===== src/rtl/ets_buffer_reader.sv =====
// ets_buffer_reader
// Drains the ETS sample buffer through its AXI4-Lite data-window slave port.
// Each word is forwarded on an AXI4-Stream output. Only one read is
// outstanding at a time, and a word stays in the holding register until the
// stream sink takes it. All outputs come straight from flops, so no input
// has a combinational path to any output.

module ets_buffer_reader #(
    parameter int C_M_AXI_ADDR_WIDTH = 11,
    parameter int C_M_AXI_DATA_WIDTH = 32,
    parameter int CNT_WIDTH          = 10
) (
    input  logic                          M_AXI_ACLK,
    input  logic                          M_AXI_ARESETN,

    input  logic                          start,
    input  logic [C_M_AXI_ADDR_WIDTH-1:0] base_addr,
    input  logic [CNT_WIDTH-1:0]          word_count,
    output logic                          busy,
    output logic                          done,
    output logic                          error,

    output logic [C_M_AXI_ADDR_WIDTH-1:0] M_AXI_ARADDR,
    output logic [2:0]                    M_AXI_ARPROT,
    output logic                          M_AXI_ARVALID,
    input  logic                          M_AXI_ARREADY,
    input  logic [C_M_AXI_DATA_WIDTH-1:0] M_AXI_RDATA,
    input  logic [1:0]                    M_AXI_RRESP,
    input  logic                          M_AXI_RVALID,
    output logic                          M_AXI_RREADY,

    output logic [C_M_AXI_DATA_WIDTH-1:0] m_axis_tdata,
    output logic                          m_axis_tvalid,
    input  logic                          m_axis_tready,
    output logic                          m_axis_tlast
);

    typedef enum logic [2:0] {
        IDLE,
        ADDR,
        DATA,
        PUSH,
        FIN
    } state_t;

    state_t                          state_q;
    logic [C_M_AXI_ADDR_WIDTH-1:0]   addr_q;
    logic [CNT_WIDTH-1:0]            remaining_q;
    logic [C_M_AXI_DATA_WIDTH-1:0]   holdData_q;
    logic                            holdLast_q;
    logic                            arValid_q;
    logic                            rReady_q;
    logic                            tValid_q;
    logic                            busy_q;
    logic                            done_q;
    logic                            error_q;

    logic [C_M_AXI_ADDR_WIDTH-1:0]   addrStart_d;
    logic [C_M_AXI_ADDR_WIDTH-1:0]   addrStep_d;
    logic [CNT_WIDTH-1:0]            remainingDec_d;
    logic                            lastWord_d;
    logic                            moreWords_d;
    logic [1:0]                      unusedBaseLsbs;

    // The window is word addressed: the byte-lane bits of base_addr are dropped.
    assign unusedBaseLsbs = base_addr[1:0];

    // Next values for the address and word counter. The address wraps silently
    // at the top of the window.
    always_comb begin
        addrStart_d    = {base_addr[C_M_AXI_ADDR_WIDTH-1:2], 2'b00};
        addrStep_d     = addr_q + C_M_AXI_ADDR_WIDTH'(4);
        remainingDec_d = remaining_q - CNT_WIDTH'(1);
        lastWord_d     = (remaining_q == CNT_WIDTH'(1));
        moreWords_d    = (remaining_q > CNT_WIDTH'(1));
    end

    // Drain sequencer; every interface output is registered here alongside the state.
    always_ff @(posedge M_AXI_ACLK) begin
        if (!M_AXI_ARESETN) begin
            state_q     <= IDLE;
            addr_q      <= '0;
            remaining_q <= '0;
            holdData_q  <= '0;
            holdLast_q  <= 1'b0;
            arValid_q   <= 1'b0;
            rReady_q    <= 1'b0;
            tValid_q    <= 1'b0;
            busy_q      <= 1'b0;
            done_q      <= 1'b0;
            error_q     <= 1'b0;
        end else begin
            done_q <= 1'b0;
            case (state_q)
                IDLE: begin
                    if (start) begin
                        error_q <= 1'b0;
                        busy_q  <= 1'b1;
                        if (word_count != '0) begin
                            addr_q      <= addrStart_d;
                            remaining_q <= word_count;
                            arValid_q   <= 1'b1;
                            state_q     <= ADDR;
                        end else begin
                            done_q  <= 1'b1;
                            state_q <= FIN;
                        end
                    end
                end

                ADDR: begin
                    if (M_AXI_ARREADY) begin
                        arValid_q <= 1'b0;
                        rReady_q  <= 1'b1;
                        state_q   <= DATA;
                    end
                end

                DATA: begin
                    if (M_AXI_RVALID) begin
                        rReady_q   <= 1'b0;
                        holdData_q <= M_AXI_RDATA;
                        holdLast_q <= lastWord_d;
                        tValid_q   <= 1'b1;
                        if (M_AXI_RRESP != 2'b00) begin
                            error_q <= 1'b1;
                        end
                        state_q <= PUSH;
                    end
                end

                PUSH: begin
                    if (m_axis_tready) begin
                        tValid_q    <= 1'b0;
                        holdLast_q  <= 1'b0;
                        remaining_q <= remainingDec_d;
                        addr_q      <= addrStep_d;
                        if (moreWords_d) begin
                            arValid_q <= 1'b1;
                            state_q   <= ADDR;
                        end else begin
                            done_q  <= 1'b1;
                            state_q <= FIN;
                        end
                    end
                end

                FIN: begin
                    busy_q  <= 1'b0;
                    state_q <= IDLE;
                end

                default: begin
                    state_q <= IDLE;
                end
            endcase
        end
    end

    assign M_AXI_ARADDR  = addr_q;
    assign M_AXI_ARPROT  = 3'b000;
    assign M_AXI_ARVALID = arValid_q;
    assign M_AXI_RREADY  = rReady_q;
    assign m_axis_tdata  = holdData_q;
    assign m_axis_tvalid = tValid_q;
    assign m_axis_tlast  = holdLast_q;
    assign busy          = busy_q;
    assign done          = done_q;
    assign error         = error_q;

endmodule


===== config.mk =====
export PLATFORM = sky130hd
export DESIGN_NAME = ets_buffer_reader
export DESIGN_NICKNAME = d
export VERILOG_FILES = /design/src/rtl/ets_buffer_reader.sv
export SDC_FILE = /design/constraint.sdc
export NUM_CORES = 1
export LEC_CHECK = 0
export ABC_AREA = 0
export BUFFER_PORTS_ARGS = -buffer_cell sky130_fd_sc_hd__buf_4
export CAP_MARGIN = 20
export CORE_ASPECT_RATIO = 1.75
export CORE_MARGIN = 5
export CORE_UTILIZATION = 53
export DETAILED_ROUTE_END_ITERATION = 10
export GPL_ROUTABILITY_DRIVEN = 0
export PLACE_DENSITY = 0.83
export SLEW_MARGIN = 15
export SYNTH_ARGS = -nofsm -noshare
export SYNTH_HDL_FRONTEND = slang
export SYNTH_SLANG_ARGS = --single-unit

===== constraint.sdc =====
create_clock -name M_AXI_ACLK -period 3.87 [get_ports M_AXI_ACLK]
set_input_delay 0.387 -clock M_AXI_ACLK [delete_from_list [all_inputs] [get_ports M_AXI_ACLK]]
set_output_delay 0.387 -clock M_AXI_ACLK [all_outputs]
set_load 0.02 [all_outputs]

==> flow_metrics.tcl, run 1 <==
set metrics [dict create \
    clk_latency_ns 0.34 \
    ys_types 60 \
    numPortBuffers 106 \
    p_int_mw 1.23 \
    min_from "M_AXI_RDATA[24]" \
    syn_inst 371 \
    cts_sinks 61 \
    grt.total_usage_pct 24.4 \
    worstPathRequired_ns 4.05 \
    worst_pin_slew_ns 0.932 \
    via_per_inst 5.81 \
    worstSetupPathType "reg -> reg" \
    pwr-share-seq_pct 42.3 \
    min_period_over_period_pct 61.2 \
    die_w_um 66.6 \
    areaGrowthSynthToFinish_pct 33.4 \
    ys_top_cells_by_area "dfxtp_1, nand2_1, a21oi_1" \
    post-synth-top-count-cell "nand2_1" \
    critPathMaxFanout 16 \
    maxCapViolCount 0 \
    dpl.hpwl_mm 6.04 \
    dr.max_layer_used "met4" \
    tns_ns 0 \
    grt-ovfl-total 0 \
    ios 114 \
    core-area_mm2 0.00550 \
    slew_headroom_pct 37.6 \
    finalHoldWorstSlack_ns 0.286 \
    avgSynthCellArea_um2 8.00 \
    dpl-instance-area_mm2 0.00372 \
    postCtsHoldBufs 0 \
    hold_viol_final 0 \
    rows 36 \
    final_area_mm2 0.00396 \
    grt_pass1_wl_mm 13.8 \
    p_sw_uw 577 \
    cts_buffers 9 \
    p_comb_share_pct 25.0 \
    p_per_area_mw_per_mm2 456 \
    ys_ff_latch 61 \
    dr_wl_met2_mm 4.44 \
    grt_pass1_vias 2979 \
    period_needed_ns 2.37 \
    fin_ws_ns 1.50 \
    rsz0062_at_grt "no" \
    htreeDepth 3 \
    status "finished clean" \
    p_sw_share_pct 31.9 \
    cts.clk_slew.worst_paths_ns 0.07 \
    ir_drop_mv 0.335 \
    yosysWarnings 0 \
    ant_nets 0 \
    synthFlopType "dfxtp_1" \
    timing.rr.end "M_AXI_ARADDR[2]" \
    worstHoldEndpoint "m_axis_tdata[24]" \
    grt_max_degree 53 \
    hold_class "in -> reg" \
    p_total_mw 1.81 \
    drive_above_1_share_pct 29.8 \
    drtIter0Drc 286 \
    postCtsSetupBuffers 0 \
    place_ws_ns 1.55 \
    ys_async_sr_fraction_pct 0 \
    r2r_cells 4 \
    start_util_pct 54.0 \
    finClkSkew_ns 0.00807 \
    routed_wl_mm 8.55 \
    n_antenna_cell 0 \
    die_y_um 109 \
    met1_length_mm 3.19 \
    grt_antenna_before_repair 0 \
    synth.largest_area_cell "dfxtp_1" \
    drt-wirelength-per-cell_um 15.7 \
    cts_resized 0 \
    arrival_ns 2.55 \
    setup_viol 0 \
    dr.pass1.iters 5 \
    tritoncts "built" \
    fmax_ghz 0.422 \
    vias 3155 \
    end_kind "flop" \
    clockRootBuffer "clkbuf_8" \
    dieArea_mm2 0.00725 \
    drcViolationCount 0 \
    p_leak_nw 1.64 \
    clock_path_buffers 2 \
    finish.net_count 526 \
    p_clk_share_pct 32.7 \
    seq_area_frac_synth_pct 41.1 \
    worstSetupStartpointType "flop" \
    r2r_start "state_q[0]" \
    reg2reg_slack_ns 1.50 \
    final_max_slew_viol_count 0 \
    synth_top_area_share_pct 41.1 \
    ys_top_cells_by_count "nand2_1, dfxtp_1, a21oi_1, clkbuf_1, nor2_1" \
    route.met3.wl_um 740 \
    hold_depth 3 \
    synth_enable_flop_cells 0 \
    syn-cell-area_mm2 0.00297 \
]
==> cell usage in the layout (no fill, tap or decap), types with 3 or more instances in the layout <==
cell      synthesis  final
buf_4             6    109
nand2_1          96     96
dfxtp_1          61     61
a21oi_1          49     49
clkbuf_8          0     12
nor2_1           10     10
nand3_1           8      8
o31ai_1           7      7
o21ai_0           7      7
nor4_1            6      6
inv_1             5      5
nand4_1           5      5
nor3_1            5      5
conb_1            1      5
nand2b_1          4      4
a31oi_1           4      4
o311ai_0          4      4
o211ai_1          4      4
a31o_2            4      4
and3_1            4      4
a32o_1            3      3
o32ai_1           3      3
ha_1              3      3
==> final cells by class <==
class | count | area (um2)
Clock inverter | 3 | 42.5
Clock buffer | 13 | 169
Fill cell | 483 | 1540
Tap cell | 76 | 95.1
Multi-Input combinational cell | 274 | 1560
Timing Repair Buffer | 110 | 846
Sequential cell | 61 | 1220
Inverter | 6 | 22.5
==> routing by layer <==
| metal | vias to the layer above | GRT usage (%) |
|---|---|---|
| li1 | 1507 | - |
| met1 | 1453 | 26.9 |
| met2 | 169 | 43.3 |
| met3 | 26 | 5.88 |
| met4 | 0 | 10.8 |
| met5 | - | 0 |
==> state kept, by name, summed over array words and instances (netlist names) <==
signal         cells
state_q            3
remaining_q       10
M_AXI_RREADY       1
m_axis_tdata      32
error              1
done               1
M_AXI_ARVALID      1
m_axis_tvalid      1
m_axis_tlast       1
busy               1
M_AXI_ARADDR       9
==> critical path, stage by stage (launching register included) <==
cell and delay (ns):
dfxtp_1 0.69, nand3_1 0.26, a21o_1 0.33, nor2_1 0.73, a311oi_1 0.19
==> power groups by stage <==
stage	clock network, mW	registers, mW	logic [mW]
after detailed placement	0	0.774	0.442
after global routing	0.638	0.773	0.494
after CTS	0.598	0.761	0.445
after global placement	0	0.771	0.434
after floorplan	0	0.785	0.282
final	0.591	0.763	0.452
==> worst max path at each step <==
| stage | endpoint | from | slack, ns | depth (start not counted) |
|---|---|---|---|---|
| after detailed placement | M_AXI_ARADDR[2] | state_q[0] | 1.55 | 4 |
| final | M_AXI_ARADDR[2] | state_q[0] | 1.50 | 4 |
| after floorplan | M_AXI_ARADDR[6] | word_count[4] | 2.23 | 6 |
| after global placement | M_AXI_ARADDR[2] | state_q[0] | 1.61 | 4 |
| after CTS | M_AXI_ARADDR[2] | state_q[0] | 1.53 | 4 |
| after global routing | M_AXI_ARADDR[2] | state_q[0] | 1.35 | 4 |
==> logic make-up after synthesis <==
logic type / count (synthesis) / synth area share (%)
AOI/OAI and AO/OA: 108 / 24.7
adders and majority gates: 3 / 1.26
DFF: 61 / 41.1
other: 1 / 0.126
muxes: 1 / 0.337
and+or+nand+nor: 157 / 25.5
buffers and inverters: 40 / 6.91
==> metrics by stage <==
stage | utilization, % | cells
after floorplan | - | 375
after global routing | 72.0 | 543
after detailed placement | 67.7 | 526
after global placement | 67.7 | 526
after CTS | 71.5 | 542
final | 72.0 | 543
No activity file was read; power rests on OpenSTA's default activity.
==> run 2: changes to the inputs <==
--- a/config.mk
+++ b/config.mk
@@ -10,10 +10,10 @@
 export CAP_MARGIN = 20
 export CORE_ASPECT_RATIO = 1.75
 export CORE_MARGIN = 5
-export CORE_UTILIZATION = 53
+export CORE_UTILIZATION = 49
 export DETAILED_ROUTE_END_ITERATION = 10
 export GPL_ROUTABILITY_DRIVEN = 0
-export PLACE_DENSITY = 0.83
+export PLACE_DENSITY = 0.77
 export SLEW_MARGIN = 15
 export SYNTH_ARGS = -nofsm -noshare
 export SYNTH_HDL_FRONTEND = slang
==> constraint.sdc (replaced) <==
create_clock -name M_AXI_ACLK -period 2.2 [get_ports M_AXI_ACLK]
set_input_delay 0.22 -clock M_AXI_ACLK [delete_from_list [all_inputs] [get_ports M_AXI_ACLK]]
set_output_delay 0.22 -clock M_AXI_ACLK [all_outputs]
set_load 0.02 [all_outputs]
==> flow_metrics.tcl, run 2 (synthesis gave the netlist of run 1 again) <==
set metrics [dict create \
    status "finished clean" \
    grt-ovfl-total 0 \
    drt-wirelength-per-cell_um 15.7 \
    tritoncts "built" \
    ios 114 \
    htreeDepth 3 \
    rsz0062_at_grt "no" \
    postCtsSetupBuffers 0 \
    grt_antenna_before_repair 0 \
    grt_pass1_vias 3074 \
    fmax_ghz 0.522 \
    finalHoldWorstSlack_ns 0.123 \
    pwr-share-seq_pct 43.5 \
    start_util_pct 50.5 \
    clk_latency_ns 0.34 \
    p_clk_share_pct 29.0 \
    grt_max_degree 37 \
    drcViolationCount 0 \
    die_w_um 68.8 \
    dr.pass1.iters 7 \
    tns_ns 0 \
    numPortBuffers 106 \
    cts_sinks 61 \
    clock_path_buffers 2 \
    rows 37 \
    finClkSkew_ns 0.00993 \
    layout_commonest_cell "buf_4" \
    clockRootBuffer "clkbuf_8" \
    core-area_mm2 0.00588 \
    maxCapViolCount 0 \
    dieArea_mm2 0.00777 \
    drive_above_1_share_pct 32.0 \
    end_kind "flop" \
    p_leak_nw 1.70 \
    worst_pin_slew_ns 0.651 \
    postCtsHoldBufs 0 \
    period_needed_ns 1.92 \
    grt_pass1_wl_mm 13.6 \
    slew_headroom_pct 56.4 \
    ant_nets 0 \
    finish.net_count 540 \
    dpl.hpwl_mm 6.50 \
    hold_class "in -> reg" \
    worstSetupPathType "reg -> reg" \
    via_per_inst 5.67 \
    n_antenna_cell 0 \
    hold_viol_final 0 \
    p_sw_share_pct 33.4 \
    worstPathRequired_ns 2.44 \
    largest_reg_flops 32 \
    routed_wl_mm 8.77 \
    cts_buffers 9 \
    p_sw_mw 1.02 \
    grt.total_usage_pct 23.0 \
    p_per_area_mw_per_mm2 761 \
    die_y_um 113 \
    hold_depth 3 \
    p_comb_share_pct 27.5 \
    final_max_slew_viol_count 0 \
    vias 3170 \
    fill_cells 500 \
    arrival_ns 2.16 \
    critPathMaxFanout 4 \
    drtIter0Drc 168 \
    min_period_over_period_pct 87.1 \
    cts_resized 0 \
    final_core_util_pct 68.4 \
    areaGrowthSynthToFinish_pct 35.6 \
    p_int_mw 2.04 \
    ir_drop_mv 0.443 \
    cts.clk_slew.worst_paths_ns 0.07 \
    r2r_cells 6 \
    setup_viol 0 \
    worstSetupStartpointType "flop" \
    final_cell_mix "buf_4, nand2_1, dfxtp_1" \
]
run 2: changes by cell type in the layout (fill, tap and decap cells not counted):
cell,change
buf_4,+14
clkinv_2,+4
buf_12,+1
buf_16,-1
bufinv_16,-1
clkbuf_1,-1
clkbuf_8,-1
clkinvlp_4,-1
run 2: power by group through the flow:
stage | Combinational, mW | Sequential [mW] | Clock, mW
2_1_floorplan | 0.496 | 1.38 | 0
5_1_grt | 0.922 | 1.34 | 0.959
3_3_place_gp | 0.827 | 1.35 | 0
4_1_cts | 0.843 | 1.33 | 0.909
6_report | 0.843 | 1.33 | 0.888
3_5_place_dp | 0.838 | 1.35 | 0
run 2: worst max-delay path: stages (launching register included):
cell and delay, ns:
dfxtp_1 0.34, inv_1 0.12, ha_1 0.23, nor3b_1 0.42
nand2_1 0.19, o31a_1 0.31, o31ai_1 0.20
run 2: layout make-up:
type | count | area (um2) | share of cell area [%]
clock buffers | 11 | 151 | 3.76
clock inverters | 5 | 25.0 | 0.622
inverters | 6 | 22.5 | 0.560
multi-input cells | 274 | 1560 | 38.8
flip-flops and latches | 61 | 1220 | 30.3
well taps | 78 | 97.6 | 2.43
repair buffers | 124 | 943 | 23.4
run 2: metal layers:
| layer | up-vias | routed length (um) | GRT usage (%) |
|---|---|---|---|
| met1 | 1458 | 3230 | 24.9 |
| met5 | - | 0 | 0 |
| met3 | 20 | 836 | 6.75 |
| met2 | 154 | 4480 | 39.4 |
| met4 | 0 | 214 | 10.8 |
| li1 | 1538 | - | - |
run 2: path summary, 6_finish.rpt:
check	startpoint	to	slack (ns)
setup / recovery	remaining_q[0]	remaining_q[8]	0.28
hold / removal	M_AXI_RDATA[16]	m_axis_tdata[16]	0.12
setup reg to reg	remaining_q[0]	remaining_q[8]	0.28
hold reg to reg	m_axis_tdata[5]	m_axis_tdata[5]	0.45
run 2: per-stage QoR:
step	power, mW	instance area [um2]	cells	worst slack [ns]
2_1_floorplan	1.88	2980	375	0.560
3_3_place_gp	2.17	3850	543	0.381
3_5_place_dp	2.19	3850	543	0.328
4_1_cts	3.08	4020	559	0.305
5_1_grt	3.23	4020	559	0.138
6_report	3.06	4020	559	0.284
